### config.mk
export PLATFORM = sky130hd
export DESIGN_NAME = detector_scheduler
export DESIGN_NICKNAME = d
export VERILOG_FILES = /design/src/rtl/detector_scheduler.sv
export SDC_FILE = /design/constraint.sdc
export NUM_CORES = 1
export LEC_CHECK = 0
export ABC_AREA = 1
export BUFFER_PORTS_ARGS = -buffer_cell sky130_fd_sc_hd__clkbuf_2
export CAP_MARGIN = 0
export CORE_MARGIN = 3
export CORE_UTILIZATION = 30
export CTS_CLUSTER_SIZE = 28
export DETAILED_ROUTE_END_ITERATION = 12
export HOLD_SLACK_MARGIN = 0.1
export SLEW_MARGIN = 30
export SYNTH_ARGS = -nofsm -noshare
export SYNTH_HDL_FRONTEND = slang
export SYNTH_SLANG_ARGS = --single-unit
### constraint.sdc
create_clock -name clk -period 2.1 [get_ports clk]
set_input_delay 0.315 -clock clk [delete_from_list [all_inputs] [get_ports clk]]
set_output_delay 0.315 -clock clk [all_outputs]
set_load 0.05 [all_outputs]
### src/rtl/detector_scheduler.sv
// Two-requester round-robin scheduler that streams the granted word LSB first
// through an external Moore detector and collects its one-cycle-late response.
module detector_scheduler #(
    parameter int N_BITS = 16,
    parameter int CNT_W  = 5
) (
    input  logic              clk,
    input  logic              nrst,
    input  logic              req0,
    input  logic              req1,
    input  logic [N_BITS-1:0] data0,
    input  logic [N_BITS-1:0] data1,
    output logic              gnt0,
    output logic              gnt1,
    output logic              busy,
    output logic              done,
    output logic              owner,
    output logic [N_BITS-1:0] hit_vec,
    output logic [CNT_W-1:0]  hit_count,
    output logic              det_x,
    output logic              det_clr_n,
    input  logic              det_y,
    output logic [2:0]        dbg_state
);
    localparam int IDX_W = (N_BITS > 1) ? $clog2(N_BITS) : 1;

    typedef enum logic [2:0] {IDLE, CLEAR, SHIFT, DRAIN, DONE} state_t;

    state_t            state;
    logic [N_BITS-1:0] word;
    logic [IDX_W-1:0]  idx;
    logic              prio;
    logic              pick;
    logic              cnt_room;

    assign dbg_state = state;
    assign cnt_room  = (hit_count < CNT_W'(N_BITS));

    // Handshake: a request is honoured only if still high when sampled in IDLE;
    // the grant pulse is the acknowledgement. On a tie, prio names the winner.
    always_comb begin
        pick = (req0 && req1) ? prio : req1;
    end

    always_ff @(posedge clk or negedge nrst) begin
        if (!nrst) begin
            state     <= IDLE;
            gnt0      <= 1'b0;
            gnt1      <= 1'b0;
            busy      <= 1'b0;
            done      <= 1'b0;
            owner     <= 1'b0;
            hit_vec   <= '0;
            hit_count <= '0;
            det_x     <= 1'b0;
            det_clr_n <= 1'b0;
            word      <= '0;
            idx       <= '0;
            prio      <= 1'b0;
        end else begin
            case (state)
                IDLE: begin
                    det_clr_n <= 1'b1;
                    det_x     <= 1'b0;
                    busy      <= 1'b0;
                    done      <= 1'b0;
                    if (req0 || req1) begin
                        state     <= CLEAR;
                        busy      <= 1'b1;
                        det_clr_n <= 1'b0;
                        gnt0      <= ~pick;
                        gnt1      <= pick;
                        owner     <= pick;
                        prio      <= ~pick;
                        word      <= pick ? data1 : data0;
                        hit_vec   <= '0;
                        hit_count <= '0;
                    end
                end
                CLEAR: begin
                    gnt0      <= 1'b0;
                    gnt1      <= 1'b0;
                    det_clr_n <= 1'b1;
                    det_x     <= word[0];
                    idx       <= '0;
                    state     <= SHIFT;
                end
                SHIFT: begin
                    // det_y now reflects the bit driven one cycle earlier
                    if (idx != '0) begin
                        hit_vec[idx - IDX_W'(1)] <= det_y;
                        if (det_y && cnt_room)
                            hit_count <= hit_count + CNT_W'(1);
                    end
                    if (idx == IDX_W'(N_BITS - 1)) begin
                        det_x <= 1'b0;
                        state <= DRAIN;
                    end else begin
                        idx   <= idx + IDX_W'(1);
                        det_x <= word[idx + IDX_W'(1)];
                    end
                end
                DRAIN: begin
                    hit_vec[N_BITS-1] <= det_y;
                    if (det_y && cnt_room)
                        hit_count <= hit_count + CNT_W'(1);
                    done  <= 1'b1;
                    state <= DONE;
                end
                DONE: begin
                    done  <= 1'b0;
                    busy  <= 1'b0;
                    state <= IDLE;
                end
                default: state <= IDLE;
            endcase
        end
    end
endmodule

* Word-level counts from Yosys, hierarchy flattened
Index checks and enable logic that the tools add are counted.
Word-level totals: bits in registers 52, ROM bits 0, logic and storage cells 82, memories kept 0, memory bits (writable) 0, latch bits 0
Operators by class: $lt $le $gt $ge 4, eq/ne operators 9, add/sub/neg operators 3, multiply operators 0, reduce and logical (&&, ||, !) cells 20, muxes and demuxes 31, shifts and indexed selects 0, div/mod/pow operators 0, bitwise gates (word level) 1
Operators with widths (number):
- 2-to-1 mux 16 bit | 3
- case mux 15 bit (2 select lines) | 1
- bitwise mux 16 bit | 1
- 2-to-1 mux 5 bit | 3
- case mux 5 bit (3 select lines) | 1
- case mux 3 bit (4 select lines) | 1
- < comparator 4 x 5 -> 1 bit, second input constant | 2
- case mux 1 bit (2 select lines) | 5
- nonzero test 2 bit | 5
- 2-to-1 mux 1 bit | 8
- != test 2 bit, second input constant | 4
- case mux 4 bit (2 select lines) | 1
- AND reduction 2 bit | 4
- equality test 3 x 2 -> 1 bit, second input constant | 2
- 2-to-1 mux 3 bit | 2
- case mux 1 bit (3 select lines) | 2
- AND reduction 3 bit | 2
- nonzero test 3 bit | 2
- adder 5 x 1 -> 5 bit, second input constant | 1
- < comparator 5 bit, second input constant | 1
- adder 4 x 1 -> 4 bit, second input constant | 1
- binary-select mux 1 bit (select 4 bit) | 1
- demux 1 bit (select 4 bit) | 1
- equality test 4 bit, second input constant | 1
- other kinds (11) | 13

* Logic depth before layout (Yosys ltp)
Gate-level depths: netlist of run 1.
depth after elaboration 8, mapped depth 11, gate-level depth less buffers 10

* Worst setup path before layout of run 1
Ideal clock, no wire load.
kind register to register, from register state[2], in the netlist dbg_state[2], to register hit_count[2], required time 1.973 ns, library setup time 0.127 ns, data arrival time 1.575 ns, clock period less this slack 1.702 ns, cell stages (with the launch flop) 11, buffers on the path 1, slack 0.398 ns, cells stage by stage dfrtp_1 -> inv_2 -> nand2_2 -> nor2_2 -> buf_6 -> nand2_1 -> nand2_1 -> nor2_2 -> nand2_2 -> nand2_1 -> o21ai_0
Between the ends: longest elaborated chain between the ends 3, elaborated cells on any way between the ends 8
Ends and longest elaborated chain:
- start: declaration | line 29 | state_t state;
- start signal: assignment | line 47 | state <= IDLE;
- start signal: assignment | line 68 | state <= CLEAR;
- start signal: assignment | line 86 | state <= SHIFT;
- equality test 3 x 2 -> 1 bit or zero test 3 bit (tied branches) | line 61 | case (state)
- != test 2 bit (no source line) or nonzero test 3 bit (tied branches)
- AND reduction 3 bit (no source line)
- end signal: assignment | line 93 | hit_count <= hit_count + CNT_W'(1);
- end signal: assignment | line 106 | hit_count <= hit_count + CNT_W'(1);
- end: declaration | line 19 | output logic [CNT_W-1:0] hit_count,
Parallel ways exist; a longest one is shown, timed or not. A chain may end at the register's enable or synchronous reset.

* Worst setup path in the final report of run 1
from register idx[1], to register hit_vec[8]
Between the ends: longest elaborated chain between the ends 8, elaborated cells on any way between the ends 12
Ends and longest elaborated chain:
- start: declaration | line 31 | logic [IDX_W-1:0] idx;
- start signal: assignment | line 99 | idx <= idx + IDX_W'(1);
- subtractor 4 x 1 -> 4 bit | line 91 | hit_vec[idx - IDX_W'(1)] <= det_y;
- < comparator 4 x 5 -> 1 bit (implied by the code) or >= comparator 4 x 1 -> 1 bit (tied branches) | line 91
- logical AND 1 bit (implied by the code) | line 91
- 2-to-1 mux 1 bit (implied by the code) | line 91
- demux 1 bit (select 4 bit) | line 91
- bitwise mux 16 bit | line 91
- 2-to-1 mux 16 bit | line 90 | if (idx != '0) begin
- case mux 15 bit (2 select lines) | line 61
- end signal: indexed assignment | line 91
- end signal: indexed assignment | line 104 | hit_vec[N_BITS-1] <= det_y;
- end: declaration | line 18 | output logic [N_BITS-1:0] hit_vec,
Parallel ways exist; a longest one is shown, timed or not. The select of a mux whose other input is x is not followed.

==> metrics, run 1 <==
Tot Pwr 5080 uW; Reg area approximately 0.0013 sq mm; Num CTS Buffers 5; Mean Syn Cell Area 7.07 sq um; pin count of the biggest net entering global routing 33; Rel. slew slack 61.9%; Multi-input gate area 0.00143 sq mm; Tcrit/Tclk final between 80 and 90%; Critical Path Source idx[1]$_DFFE_PN0P_; Iteration-0 DRC Markers 91; Synth Net Count 462; antenna diode instance count 0; Top-Level Pins 68; initial antenna violation count 0; row cnt 35; Clock Latency Late Sink just over 0.3 ns; nets@finish approximately 530; WL met2 between 2000 and 3000 microns; Area growth syn-to-layout 20.5%; leading cell types in the layout, fill and taps excluded 175 x nand2_1, 67 x clkbuf_2, 52 x dfrtp_1, 39 x inv_1, 33 x o21ai_0; TritonCTS clock tree done; Clock Tree Buf Depth 2; hold_sp data1[2]; highest metal used met4; Max Freq 580 MHz; width of the die 105 microns; CP arrival 1.93 ns; die height 105 microns; peak supply drop 0.000782 V; ANT nets after route 0; DIE AREA 0.0111 sq mm; total core area 0.00942 sq mm; met1 WL 3440 microns; H-tree depth 2; synthesized area 0.00296 sq mm; Warnings, synthesis 0; top cells by area, synth dfrtp_1 44%, nand2_1 22%, o21ai_0 5.6%; sequential-to-total area share from yosys stat 43.9%; area leader, netlist dfrtp_1; placed insts 607; DRC violations left 0; Hold Path Class primary input to flop; status finished, final reports clean; Max Slew Vio Count 0; clk sinks between 50 and 60; cell area power density between 1000 and 1500 mW/mm^2; vias in the first global route 2610; leak pwr 0.00195 uW; min Tclk post-route 1.72 ns; dpl hpwl between 5000 and 6000 microns; Synth Register Bits 52; iteration count of the initial detailed-routing pass 4; final setup vio count 0; Max-cap violations 0; via count ~2.7k; Yosys cell types 27; Vias/cell 4.41; final hold slack 0.305 ns; Worst R2R Start idx[1]$_DFFE_PN0P_; post-CTS setup buffers 0; Worst EP required 2.31 ns; clock slew at the register clock pins of the worst setup and hold paths 0.10 ns; All-Layer GR Usage 12.7%; CTS-repair resized insts 0; routed wl met3 288 microns; CP max FO 30; Critical Path End Type flop; WL/cell approximately 11 microns; Slew @ Worst Pin between 0.5 and 0.6 ns; port bufs 67; Hold Fails Final Rpt 0; WS Path Type flop to flop; setup_tns 0 ns; Fill cells 986; RSZ-0062 raised after global routing false; synthesized instance count between 400 and 500; WL final 6730 microns; share of the synthesized area in the top cell type 43.9%; CTS Root Cell clkbuf_8; share of cells above drive strength 1 20.3%; GPL Wtd Cong 0.839; commonest non-fill, non-tap cell in the layout nand2_1; Non-Filler Instances a little over 600; Post-Route Skew 0.00814 ns; gr ovfl total 0; Startpoint Class flop; Initial Utilization 31.5%; first-pass GRT wire length 11800 microns
worst max-delay path, stage by stage, from the launching register on:
cell,delay (ns)
dfrtp_1,0.46
inv_1,0.15
ha_1,0.28
nand3_1,0.12
a21oi_1,0.19
nor2_2,0.04
buf_4,0.21
nand3b_1,0.12
nand2_1,0.05
sequential cells by signal, summed over array words and instances (netlist names):
| name | count |
|---|---|
| hit_vec | 16 |
| word | 16 |
| hit_count | 5 |
| idx | 4 |
| dbg_state | 3 |
| busy | 1 |
| det_clr_n | 1 |
| det_x | 1 |
| done | 1 |
| gnt0 | 1 |
| gnt1 | 1 |
| owner | 1 |
| prio | 1 |
metrics by stage:
step / cell area, sq um / util (%) / setup slack (ns)
finish: 3570 / 37.9 / 0.375
global route: 3570 / 37.9 / 0.155
CTS: 3570 / 37.9 / 0.372
detailed placement: 3440 / 36.5 / 0.389
global placement: 3440 / 36.5 / 0.448
floorplan: 2960 / - / 0.398
cell usage after synthesis, drive strengths merged:
master	instances
nand2	181
buf	11
or2	3
xor2	3
nor2	29
a21oi	6
ha	6
a21boi	1
o21bai	1
clkbuf	4
o21ai	34
o211ai	4
nor3	1
inv	42
dfrtp	52
nand3b	1
nand4	17
o22ai	2
nand3	21
logic make-up after synthesis:
group	after synthesis	synth area share, %
xor gates and xnor gates	3	0.887
buffers and inverters	57	7.90
DFF	52	43.9
and+or+nand+nor	253	36.1
AOI/OAI and AO/OA	48	8.70
adders and majority gates	6	2.53
per-layer routing:
metal,global-route usage [%],up-vias
met2,20.2,54
met3,2.39,5
met5,0,-
li1,-,1453
met4,3.09,0
met1,17.7,1206
power by group:
group,internal [uW],switching (uW),total [uW]
logic,796,2010,2810
clock network,390,353,743
registers,1320,214,1530
repair_timing:
action	4_1_cts	5_1_grt
endpoints found under the hold margin	19	0
setup endpoints to repair	0	0
hold buffers	1	0
final timing paths:
kind | cells after the start | slack [ns] | to
worst max-delay path | 8 | 0.38 | hit_vec[8]$_DFFE_PN0P_
worst min-delay path | 5 | 0.31 | word[2]$_DFFE_PN0P_
worst max register to register | 8 | 0.38 | hit_vec[8]$_DFFE_PN0P_
worst min register to register | 2 | 0.48 | hit_vec[5]$_DFFE_PN0P_
max in group asynchronous | 3 | 0.95 | idx[2]$_DFFE_PN0P_
min in group asynchronous | 2 | 0.52 | word[8]$_DFFE_PN0P_
final cells by class:
class,count,area share [%]
Tap cell,129,4.52
Sequential cell,52,36.4
Timing Repair Buffer,75,11.1
Clock inverter,2,1.09
Inverter,42,4.41
Multi-Input combinational cell,310,40.1
Clock buffer,6,2.31
No activity file was read; power rests on OpenSTA's default activity.
==> run 2, diff against run 1 <==
==> constraint.sdc (replaced) <==
create_clock -name clk -period 1.7 [get_ports clk]
set_input_delay 0.255 -clock clk [delete_from_list [all_inputs] [get_ports clk]]
set_output_delay 0.255 -clock clk [all_outputs]
set_load 0.05 [all_outputs]
==> run 2 against run 1 <==
Compared with the run above:
- design area up 1.6%
- die area unchanged
- total power rose by 23%
- register-to-register slack worse by 0.21 ns
- sequential cell count is the same
- cell count is 0.81% higher
==> metrics, run 2 (same netlist as run 1, synthesis figures left out) <==
status finished, final reports clean; die height 105 microns; Area growth syn-to-layout 22.4%; final setup vio count 0; Crit-path slowest cell dfrtp_1; WL final 6760 microns; RSZ-0062 raised after global routing false; initial antenna violation count 0; DIE AREA 0.0111 sq mm; via count 2778; Fill cells roughly 1k; All-Layer GR Usage 12.8%; Num CTS Buffers 5; clk sinks 52; iteration count of the initial detailed-routing pass 5; CTS Root Cell clkbuf_8; TritonCTS clock tree done; width of the die 105 microns; CP dominant cell by count nand3_1; Startpoint Class flop; H-tree depth 2; GR Util met1 roughly 18%; logic gate share of total power 58.9%; DRC violations left 0; port bufs 67; clock slew at the register clock pins of the worst setup and hold paths around 0.1 ns; WS Path Type flop to flop; min Tclk post-route 1.54 ns; leading cell types in the layout, fill and taps excluded 171 x nand2_1, 67 x clkbuf_2, 51 x dfrtp_1, 39 x inv_1, 33 x o21ai_0; final hold slack roughly 0.25 ns; Initial Utilization 31.5%; Vias/cell 4.47; CP arrival 1.78 ns; Max Slew Vio Count 0; WL/cell 10.9 microns; share of cells above drive strength 1 22.0%; Post-DP Area 0.00352 sq mm; Critical Path End Type flop; peak supply drop 0.000865 V; crit-path max cell delay approximately 0.39 ns; Hold Path Class primary input to flop; Hold Fails Final Rpt 0; Top-Level Pins 68; switching pwr 3210 uW; sequential share of power 30.0%; pin count of the biggest net entering global routing 53; Rel. slew slack 75.8%; Clock Tree Buf Depth 2; nets@finish 534; cell area power density around 1700 mW/mm^2; commonest non-fill, non-tap cell in the layout nand2_1; total core area 0.00942 sq mm; Max-cap violations 0; Post-Route Skew 0.0140 ns; first-pass GRT wire length 12200 microns; GPL Wtd Cong 0.827; GRT busiest layer met2; gr ovfl total 0; Iteration-0 DRC Markers 100; final worst slack ~0.16 ns; leak pwr 0.00198 uW; P_int 3060 uW; Slew @ Worst Pin ~0.36 ns; GRT met3 Usage 2.76%; Clock Latency Late Sink 0.30 ns; CP Cell Sequence buf_4 -> ha_1 -> xor2_1 -> inv_1 -> nand3_1 -> nand3_1 -> nand3_1; Largest regs hit_vec: 16 flops, word: 16 flops, hit_count: 5 flops; ANT nets after route 0; M2 GR Usage a little over a fifth; vias in the first global route 2726; dpl hpwl 5130 microns; antenna diode instance count 0; Max Freq between 600 and 700 MHz; Net Sw Frac 51.2%; row cnt 35; Worst EP required 1.94 ns; Tcrit/Tclk final 90.5%; final instance area 0.00363 sq mm; setup_tns 0 ns; clock share of power roughly 11%; CP max FO 20; Place WS 0.177 ns
[run 2: final timing paths]
| kind | slack (ns) | depth (start not counted) | endpoint | start |
|---|---|---|---|---|
| max | 0.16 | 7 | det_x$_DFFE_PN0P_ | idx[0]$_DFFE_PN0P_ |
| min | 0.25 | 5 | word[2]$_DFFE_PN0P_ | data1[2] |
| max reg2reg | 0.16 | 7 | det_x$_DFFE_PN0P_ | idx[0]$_DFFE_PN0P_ |
| min reg2reg | 0.48 | 2 | hit_vec[9]$_DFFE_PN0P_ | hit_vec[9]$_DFFE_PN0P_ |
| max in group asynchronous | 0.96 | 3 | dbg_state[2]$_DFFE_PN0P_ | nrst |
| min in group asynchronous | 0.49 | 3 | hit_vec[7]$_DFFE_PN0P_ | nrst |
[run 2: timing repair]
| item | CTS | global route |
|---|---|---|
| hold endpoints to repair | 52 | 0 |
| endpoints found under the setup margin | 0 | 9 |
| setup buffers | 0 | 0 |
| gates resized for setup | 0 | 5 |
| hold buffers | 1 | 0 |
[run 2: power groups by stage]
| stage | Sequential, uW | Clock, uW | Combinational (uW) |
|---|---|---|---|
| CTS | 1880 | 735 | 3690 |
| detailed placement | 1900 | 0 | 3680 |
| finish | 1880 | 701 | 3690 |
| global placement | 1900 | 0 | 3620 |
| floorplan | 2400 | 0 | 2230 |
| global route | 1930 | 796 | 4200 |
[run 2: metal layers]
layer | share of wire [%] | vias up
met5 | 0 | -
met2 | 45 | 58
met1 | 50 | 1247
met4 | 0.44 | 0
li1 | - | 1469
met3 | 4.5 | 4
[run 2: metrics by stage]
step | instances | utilization, % | total power, uW
2_1_floorplan | 419 | - | 4630
3_3_place_gp | 612 | 37.3 | 5520
3_5_place_dp | 612 | 37.3 | 5580
4_1_cts | 621 | 38.4 | 6310
5_1_grt | 621 | 38.5 | 6930
6_report | 621 | 38.5 | 6270
[run 2: critical path, delay by kind of cell (launching register included)]
kind | cells | cell delay (ns)
flip-flops | 1 | 0.39
buffers and inverters | 2 | 0.33
XOR/XNOR | 1 | 0.27
AND/OR/NAND/NOR | 3 | 0.24
adder cells (fa/ha/maj) | 1 | 0.25
[run 2: area by class of cell]
class / count / area (sq um) / share of cell area, %
clock inverters: 2 / 13.8 / 0.379
inverters: 42 / 158 / 4.35
well taps: 129 / 161 / 4.45
clock buffers: 6 / 72.6 / 2.00
multi-input cells: 310 / 1450 / 39.9
repair buffers: 80 / 473 / 13.0
flip-flops and latches: 52 / 1300 / 35.9
==> run 3, diff against run 2 <==
--- a/config.mk
+++ b/config.mk
@@ -9,10 +9,12 @@
 export BUFFER_PORTS_ARGS = -buffer_cell sky130_fd_sc_hd__clkbuf_2
 export CAP_MARGIN = 0
 export CORE_MARGIN = 3
-export CORE_UTILIZATION = 30
+export CORE_UTILIZATION = 54
 export CTS_CLUSTER_SIZE = 28
 export DETAILED_ROUTE_END_ITERATION = 12
+export GPL_TIMING_DRIVEN = 0
 export HOLD_SLACK_MARGIN = 0.1
+export PLACE_DENSITY = 0.8
 export SLEW_MARGIN = 30
 export SYNTH_ARGS = -nofsm -noshare
 export SYNTH_HDL_FRONTEND = slang
==> run 3 against run 2 <==
Compared with the run above:
- critical path depth rose by 4
- sequential share of layout area is 0.51 points higher
- via count increased by 0.94%
- die area decreased by 42%
- clock skew fell by 0.0059 ns
- sequential cell count is the same
- clock power rose by 20%
- highest routed layer unchanged
==> metrics, run 3 (same netlist as run 1, synthesis figures left out) <==
CP dominant cell by count nand2_1; CP max FO 8; WL/cell 11.6 microns; sequential share of power 28.8%; Vias/cell 4.94; Area growth syn-to-layout 20.9%; first-pass GRT wire length ~12000 microns; Rel. slew slack approximately 55%; WL final approximately 6600 microns; switching pwr 3290 uW; CP Cell Sequence buf_6 -> inv_4 -> ha_4 -> nand3_1 -> inv_1 -> nand2_1 -> nand2_1 -> nor2_2 -> nand2_2 -> nand2_1 -> o21ai_0; Max Freq 617 MHz; Largest regs hit_vec: 16 flops, word: 16 flops, hit_count: 5 flops; hold path depth 5; FF-to-FF End hit_count[2]$_DFFE_PN0P_; Critical Path End Type flop; Top-Level Pins 68; Startpoint Class flop; leak pwr between 0.0015 and 0.002 uW; hold_sp data1[3]; Critical Path Source idx[0]$_DFFE_PN0P_; row cnt 26; port bufs 67; All-Layer GR Usage 22.5%; Hold Fails Final Rpt 0; peak supply drop 0.00110 V; Num CTS Buffers 5; width of the die 80.1 microns; Clock Tree Buf Depth 2; GRT met3 Usage 3.70%; initial antenna violation count 0; GRT busiest layer met2; via count 2804; nets@finish 540; final worst slack 0.0804 ns; vias in the first global route about 2.7k; M2 GR Usage 39.5%; WS Path Type flop to flop; RSZ-0062 raised after global routing true; clock share of power around an eighth; Tot Pwr 6520 uW; P_int ~3200 uW; Worst EP required between 1.5 and 2 ns; Fill cells approximately 460; share of cells above drive strength 1 a little under a quarter; DIE AREA around 0.0064 sq mm; Worst R2R Path Depth 11; dpl hpwl a little under 5000 microns; Hold Path Class primary input to flop; leading cell types in the layout, fill and taps excluded 173 x nand2_1, 68 x clkbuf_2, 49 x dfrtp_1, 37 x inv_1, 32 x o21ai_0; GR Util met1 29.0%; Reg area approximately 0.0013 sq mm; commonest non-fill, non-tap cell in the layout nand2_1; clock slew at the register clock pins of the worst setup and hold paths 0.09 ns; clk sinks 52; Clock Latency Late Sink about 0.30 ns; Post-Route Skew 0.00809 ns; min Tclk post-route 1.62 ns; CTS Root Cell clkbuf_8; Max-cap violations 0; Largest delay share family, worst path simple AND/OR/NAND/NOR gates; Max Slew Vio Count 0; Crit-path slowest cell dfrtp_1; antenna diode instance count 0; CP arrival between 1.5 and 2 ns; H-tree depth 2; flop-to-flop setup slack about 0.080 ns; Iteration-0 DRC Markers between 100 and 150; pin count of the biggest net entering global routing 53; Net Sw Frac 50.5%; GPL Wtd Cong 0.863; total core area 0.00520 sq mm; ANT nets after route 0; Multi-input gate area 0.00146 sq mm; gr ovfl total 0; status finished, final reports clean; hold worst-path end word[3]$_DFFE_PN0P_; CP Buf/Inv Count 3; logic gate share of total power approximately three fifths; cell area power density 1820 mW/mm^2; Initial Utilization 56.9%; Tcrit/Tclk final 95.3%; Slew @ Worst Pin 0.681 ns; TritonCTS clock tree done; final setup vio count 0; crit-path max cell delay 0.39 ns; Place WS -0.211 ns; DRC violations left 0; iteration count of the initial detailed-routing pass 4; Levels on crit path 11; die height 80.1 microns; Worst R2R Start idx[0]$_DFFE_PN0P_
run 3: changes by cell type in the layout (fill, tap and decap cells not counted), sizes merged:
cell,change
clkbuf,+4
buf,+1
bufinv,+1
clkinvlp,+1
inv,-1
run 3: metrics by stage:
step	instance area (sq um)	instances	utilization [%]	hold slack (ns)	TNS [ns]
global placement	3390	556	65.1	0.454	-3.23
detailed placement	3390	556	65.1	0.370	-3.93
finish	3580	568	68.8	0.254	0
floorplan	2960	419	-	-0.0406	0
CTS	3540	565	68.0	0.240	0
global route	3580	568	68.8	0.255	-0.410
run 3: layer usage:
layer | wire length [microns] | part of all wire, %
met1 | 2970 | 45
met2 | 3290 | 50
met3 | 293 | 4.4
met4 | 63 | 0.95
met5 | 0 | 0
run 3: worst max path at each step:
stage | to
finish | hit_count[2]$_DFFE_PN0P_
global route | hit_vec[12]$_DFFE_PN0P_
CTS | word[4]$_DFFE_PN0P_
detailed placement | hit_vec[0]$_DFFE_PN0P_
global placement | hit_vec[8]$_DFFE_PN0P_
floorplan | hit_vec[8]$_DFFE_PN0P_
run 3: worst reg2reg max path: cells and delay by family, from the launching register on:
family | cells | cell delay, ns
and+or+nand+nor | 6 | 0.60
DFF | 1 | 0.39
buffers and inverters | 3 | 0.27
adders and majority gates | 1 | 0.18
AOI/OAI and AO/OA | 1 | 0.08
run 3: area by class of cell:
type | instances | share of cell area [%]
multi-input combinational | 310 | 40.8
clock inverter | 3 | 1.19
clock buffer | 5 | 1.92
sequential | 52 | 36.4
buffer | 15 | 2.44
tap | 70 | 2.44
inverter | 42 | 4.47
timing repair buffer | 71 | 10.3
run 3: power by group through the flow:
stage               clock [uW]  combinational [uW]  sequential [uW]
finish                     841                3800             1880
global route               914                4260             1930
CTS                        863                3670             1870
detailed placement           0                3550             1890
global placement             0                3480             1880
floorplan                    0                2230             2400
run 3: timing repair:
action,4_1_cts,5_1_grt
hold buffers,1,0
buffers inserted,0,3
hold endpoints to repair,52,0
pin swaps,0,2
endpoints found under the setup margin,22,35
gates resized for setup,9,12
